==> src/rtl/div_remainder_ctrl.sv <==
// div_remainder_ctrl: 32-iteration restoring divider stage that drives the divisor register write-control.
// Define DIV_REMAINDER_SIGNED_EN for two's complement operands; unsigned otherwise.
module div_remainder_ctrl #(
    parameter int WIDTH = 32,
    parameter int CNT_W = 6
) (
    input  logic             clk,
    input  logic             reset,
    input  logic             start,
    input  logic [WIDTH-1:0] dividend_in,
    input  logic [WIDTH-1:0] divisor_in,
    output logic             w_ctrl_out,
    output logic             busy,
    output logic             done,
    output logic             div_by_zero,
    output logic [WIDTH-1:0] quotient_out,
    output logic [WIDTH-1:0] remainder_out
);
    localparam logic [1:0] IDLE = 2'd0, LOAD = 2'd1, ITER = 2'd2, DONE = 2'd3;
    logic [1:0]         state;
    logic [2*WIDTH-1:0] rem, rem_nxt;
    logic [WIDTH-1:0]   dvs, sub, dvd_mag, dvs_mag, q_fin, r_fin;
    logic [CNT_W-1:0]   cnt;
    logic               neg;
    // Borrow of the WIDTH+1-bit partial minus divisor; the low bits of the difference suffice otherwise.
    assign neg     = rem[2*WIDTH-1:WIDTH-1] < {1'b0, dvs};
    assign sub     = rem[2*WIDTH-2:WIDTH-1] - dvs;
    assign rem_nxt = neg ? {rem[2*WIDTH-2:0], 1'b0} : {sub, rem[WIDTH-2:0], 1'b1};
    assign w_ctrl_out = state == LOAD;
    assign busy       = state == LOAD || state == ITER;
    assign done       = state == DONE;
`ifdef DIV_REMAINDER_SIGNED_EN
    logic q_neg, r_neg;
    assign dvd_mag = rem[WIDTH-1] ? -rem[WIDTH-1:0] : rem[WIDTH-1:0];
    assign dvs_mag = divisor_in[WIDTH-1] ? -divisor_in : divisor_in;
    assign q_fin   = q_neg ? -rem_nxt[WIDTH-1:0] : rem_nxt[WIDTH-1:0];
    assign r_fin   = r_neg ? -rem_nxt[2*WIDTH-1:WIDTH] : rem_nxt[2*WIDTH-1:WIDTH];
    always_ff @(posedge clk) begin
        if (!reset) begin
            q_neg <= 1'b0;
            r_neg <= 1'b0;
        end else if (state == LOAD) begin
            q_neg <= rem[WIDTH-1] ^ divisor_in[WIDTH-1];
            r_neg <= rem[WIDTH-1];
        end
    end
`else
    assign dvd_mag = rem[WIDTH-1:0];
    assign dvs_mag = divisor_in;
    assign q_fin   = rem_nxt[WIDTH-1:0];
    assign r_fin   = rem_nxt[2*WIDTH-1:WIDTH];
`endif
    always_ff @(posedge clk) begin
        if (!reset) begin
            state         <= IDLE;
            cnt           <= '0;
            rem           <= '0;
            dvs           <= '0;
            div_by_zero   <= 1'b0;
            quotient_out  <= '0;
            remainder_out <= '0;
        end else begin
            case (state)
                IDLE: if (start) begin
                    rem           <= {{WIDTH{1'b0}}, dividend_in};
                    div_by_zero   <= 1'b0;
                    quotient_out  <= '0;
                    remainder_out <= '0;
                    state         <= LOAD;
                end
                LOAD: begin
                    dvs <= dvs_mag;
                    if (divisor_in == '0) begin
                        quotient_out  <= '1;
                        remainder_out <= rem[WIDTH-1:0];
                        div_by_zero   <= 1'b1;
                        state         <= DONE;
                    end else begin
                        rem   <= {{WIDTH{1'b0}}, dvd_mag};
                        cnt   <= '0;
                        state <= ITER;
                    end
                end
                ITER: begin
                    rem <= rem_nxt;
                    cnt <= cnt + 1'b1;
                    if (cnt == CNT_W'(WIDTH - 1)) begin
                        quotient_out  <= q_fin;
                        remainder_out <= r_fin;
                        state         <= DONE;
                    end
                end
                default: state <= IDLE;
            endcase
        end
    end
endmodule

==> config.mk <==
export PLATFORM = sky130hd
export DESIGN_NAME = div_remainder_ctrl
export DESIGN_NICKNAME = d
export VERILOG_FILES = /design/src/rtl/div_remainder_ctrl.sv
export SDC_FILE = /design/constraint.sdc
export NUM_CORES = 1
export LEC_CHECK = 0
export ABC_AREA = 0
export CAP_MARGIN = 20
export CORE_UTILIZATION = 38
export DETAILED_ROUTE_END_ITERATION = 12
export GPL_ROUTABILITY_DRIVEN = 1
export MAX_ROUTING_LAYER = met4
export PLACE_DENSITY = 0.64
export RECOVER_POWER = 50
export SKIP_CTS_REPAIR_TIMING = 1
export SLEW_MARGIN = 20
export SYNTH_ARGS = -nofsm -noshare
export SYNTH_HDL_FRONTEND = slang
export SYNTH_SLANG_ARGS = --single-unit
==> constraint.sdc <==
create_clock -name clk -period 3.43 [get_ports clk]
set_input_delay 0.343 -clock clk [delete_from_list [all_inputs] [get_ports clk]]
set_output_delay 0.343 -clock clk [all_outputs]
set_load 0.05 [all_outputs]
==> key figures <==
Clock tree
  • Clk slew on worst S/H paths: approximately 80 ps
  • TritonCTS clock tree: yes
  • Clock root buffer: clkbuf_16
  • Clock Tree Buf Depth: 2
  • Total CTS buffers: 17
  • Clk sink count: roughly 170
  • Clock Latency Late Sink: between 400 and 500 ps
  • H-tree Lvls: 4

Flow run
  • Max cap viols: 0

Critical path
  • Peak fanout along the critical path: 17
  • CP endpoint kind: flip-flop
  • Worst Setup EP: remainder_out[4]$_SDFFE_PN0P_
  • Critical path depth: 11
  • CP Cell Sequence: inv_1, ha_1, a21oi_1, o21ai_1, a31oi_2, o21ai_1, o31a_4, o211ai_4, nand3_4, mux2i_1, o21ai_0
  • CP startpoint: dvs[4]$_SDFFE_PN0P_
  • Worst path max stage delay: around 400 ps
  • Worst r2r src: dvs[4]$_SDFFE_PN0P_
  • Reg2reg path depth: 11
  • Critical path required time: 3730 ps
  • R2R Path End: remainder_out[4]$_SDFFE_PN0P_
  • Most frequent cell on the critical path: o21ai_1
  • CP max-delay cell: mux2i_1
  • Setup crit start kind: flip-flop
  • CP Class: flip-flop to flip-flop
  • Crit path buf inv count: 1
  • R2R setup slack: roughly 290 ps
  • CP delay by family, top: compound AO/OA/AOI/OAI gates
  • Worst EP arrival: 3440 ps

Power and ir drop
  • Internal power: 5.418 mW
  • Pwr Total: 10.13 mW
  • LEAKAGE: 5.082 nW
  • Switching share of power: 0.4654
  • Sequential Power Share: 0.269
  • Net switching power: between 4 and 5 mW
  • VDD IR max: 0.0005025 V
  • Pwr/cell area: about 850 nW/µm²
  • Comb pwr share: 0.526
  • Clock network fraction of total power: 0.204

Yosys
  • Asr flop ratio synth: 0
  • Ys flop type: dfxtp_1
  • Seq/Total Area, Yosys: 0.3475
  • Mapped Nets: between 1000 and 1500
  • Synthesized flop and latch total: 169
  • Number of distinct library cells after synthesis: 68
  • Area leader, netlist: dfxtp_1
  • Cell area after synthesis: 9736 µm²
  • Yosys top cell area share: 0.3475
  • Largest cells by area after synthesis: dfxtp_1, nand3_1, ha_1, mux2i_1, nand2_1
  • EDFF count, synth: 0
  • Synth Area per Inst: 8.202 µm²
  • Synth Warn #: 0
  • Post-Synthesis Cells: roughly 1200

Placed design
  • Post-detail-place hpwl: 21.21 mm
  • # port buffers: between 100 and 150
  • GP Congestion: between 0.9 and 1

Worst hold path
  • Hold Path Class: input pin to flip-flop

STA
  • Min Clock Period, post-route: 3138 ps
  • Final Max Slew Viols: 0
  • Endpoints failing setup: 0
  • Final period util: 0.9148
  • Hold Fails Final Rpt: 0
  • Fmax: 318.7 MHz
  • Setup TNS: 0 ps
  • RSZ-0062 raised after global routing: false
  • Max_slew headroom: 0.3897
  • Measured slew at the worst slew-check pin: just over 900 ps
  • Skew final: 14.19 ps

GRT
  • Grt total ovfl: 0
  • Global router's overall resource usage: 0.2277
  • Number of global-route vias before repair: 8580
  • Largest net degree at the start of global routing: 74
  • First-pass GRT wire length: 46.04 mm
  • Initial antenna violation count: 1

Routing
  • TritonRoute pass-1 iters: 5
  • Routed Antenna Nets: 0
  • Vias per cell: between 5 and 6
  • Iter 0 DRT Violations: 754
  • Final wirelength: approximately 29 mm
  • WL per Instance: 17.98 µm
  • Vias: 9102
  • Number of remaining DRC errors: 0

Cells and area
  • Nets: about 1400
  • Fillers: 2441
  • Ant. Diodes: 0
  • Layout cell share with drive strength beyond 1: 0.05983
  • Area delta synth->final: 23.11%

Die
  • Row count: 58
  • Die area: roughly 26000 µm²
  • I/O pin count: 135
  • Initial Util: 0.3866
  • Core ar.: roughly 25000 µm²
  • Die width: 162.1 µm
  • Die H: roughly 160 µm

Outcome
  • Outcome: completed
[Yosys cell counts (4+ instances only)]
library cell,instances
and3_1,5
mux2i_1,44
o21ai_1,15
buf_2,9
or4_1,6
buf_6,4
xnor2_1,18
a21boi_0,37
o21ai_0,72
ha_1,37
a32oi_1,13
inv_1,46
nor2_1,26
and4_1,6
dfxtp_1,169
nor2b_1,41
a21o_1,46
nor4_1,13
nor3b_1,6
nand3_1,117
o211ai_1,15
o21a_1,5
nand4_1,9
nand2b_1,37
clkbuf_1,72
xor2_1,6
buf_1,6
a31oi_1,17
o21bai_1,4
and2_1,11
a211o_1,6
o211a_1,33
a21oi_1,63
nand2_1,114
or3_1,4
o31ai_1,7
nor3_1,6
[through the flow]
step / hold WS [ps] / setup WS, ps / instance area [µm²] / std cells / utilization
after global placement: 441.4 / 119.0 / 11360 / 1585 / 0.4512
after global routing: 425.5 / 131.2 / 11990 / 1617 / 0.4760
after detailed placement: 448.8 / 123.9 / 11360 / 1585 / 0.4512
after floorplan: 438.7 / 737.8 / 9736 / 1187 / -
after CTS: 404.1 / 315.0 / 12000 / 1617 / 0.4765
final: 397.4 / 292.1 / 11990 / 1617 / 0.4760
[worst min path at each step]
| stage | startpoint | to | slack [ps] | cells after the start |
|---|---|---|---|---|
| final | reset | rem[12]$_SDFFE_PN0P_ | 400 | 2 |
| after global routing | reset | rem[19]$_SDFFE_PN0P_ | 430 | 2 |
| after CTS | reset | rem[23]$_SDFFE_PN0P_ | 400 | 2 |
| after detailed placement | remainder_out[19]$_SDFFE_PN0P_ | remainder_out[19]$_SDFFE_PN0P_ | 450 | 2 |
| after global placement | remainder_out[19]$_SDFFE_PN0P_ | remainder_out[19]$_SDFFE_PN0P_ | 440 | 2 |
| after floorplan | rem[46]$_SDFFE_PN0P_ | rem[46]$_SDFFE_PN0P_ | 440 | 2 |
[power groups by stage]
stage               combinational (mW)  sequential (mW)  clock [mW]
global route                      5.82             2.78        2.17
CTS                               5.38             2.74        2.10
finish                            5.33             2.73        2.07
global placement                  5.32             2.78           0
detailed placement                5.35             2.78           0
floorplan                         3.51             3.14           0
[area by class of cell]
type,count,area (µm²),share of cell area
clock inverters,15,211.5,0.01764
well taps,330,412.9,0.03445
repair buffers,161,1568,0.1308
inverters,46,172.7,0.01441
multi-input cells,879,5812,0.4849
clock buffers,17,425.4,0.03549
flip-flops and latches,169,3383,0.2823
[cells by family (layout without fill, tap and decap cells)]
family,after synthesis,in the layout,share of synthesized area
simple gates,410,410,0.2189
compound gates,363,363,0.2586
flops,169,169,0.3475
buf+inv,139,239,0.05860
mux,44,44,0.04524
fa+ha+maj,38,38,0.04961
xor+xnor,24,24,0.02159
[cells in the final DEF, fill, tap and decap left out, types with 7 or more instances in the layout]
cell / count
clkbuf_16: 17
inv_1: 46
a32oi_1: 13
dfxtp_1: 169
xnor2_1: 18
nor2_1: 26
nor2b_1: 41
nand3_1: 117
nor4_1: 13
mux2i_1: 44
nand2_1: 114
a31oi_1: 17
o21ai_0: 72
buf_4: 21
nand4_1: 9
a21o_1: 46
o31ai_1: 7
a21boi_0: 37
o21ai_1: 15
nand2b_1: 37
dlygate4sd3_1: 66
and2_1: 11
a21oi_1: 62
o211a_1: 33
ha_1: 35
clkdlybuf4s50_1: 67
o211ai_1: 15
[sequential cells by signal, indices dropped and copies added, names as in the netlist]
signal	flops
dvs	32
quotient_out	32
remainder_out	32
state	2
cnt	6
div_by_zero	1
rem	64
[routing by layer]
layer  vias to the layer above  global-route usage  share of wire
met2                       274              0.3685           0.48
met1                      4324              0.2988           0.45
met4                         0             0.06990          0.021
met3                        41             0.02273          0.044
met5                         -                   -              0
li1                       4463                   -              -
Power figures use the tool's default switching activity.
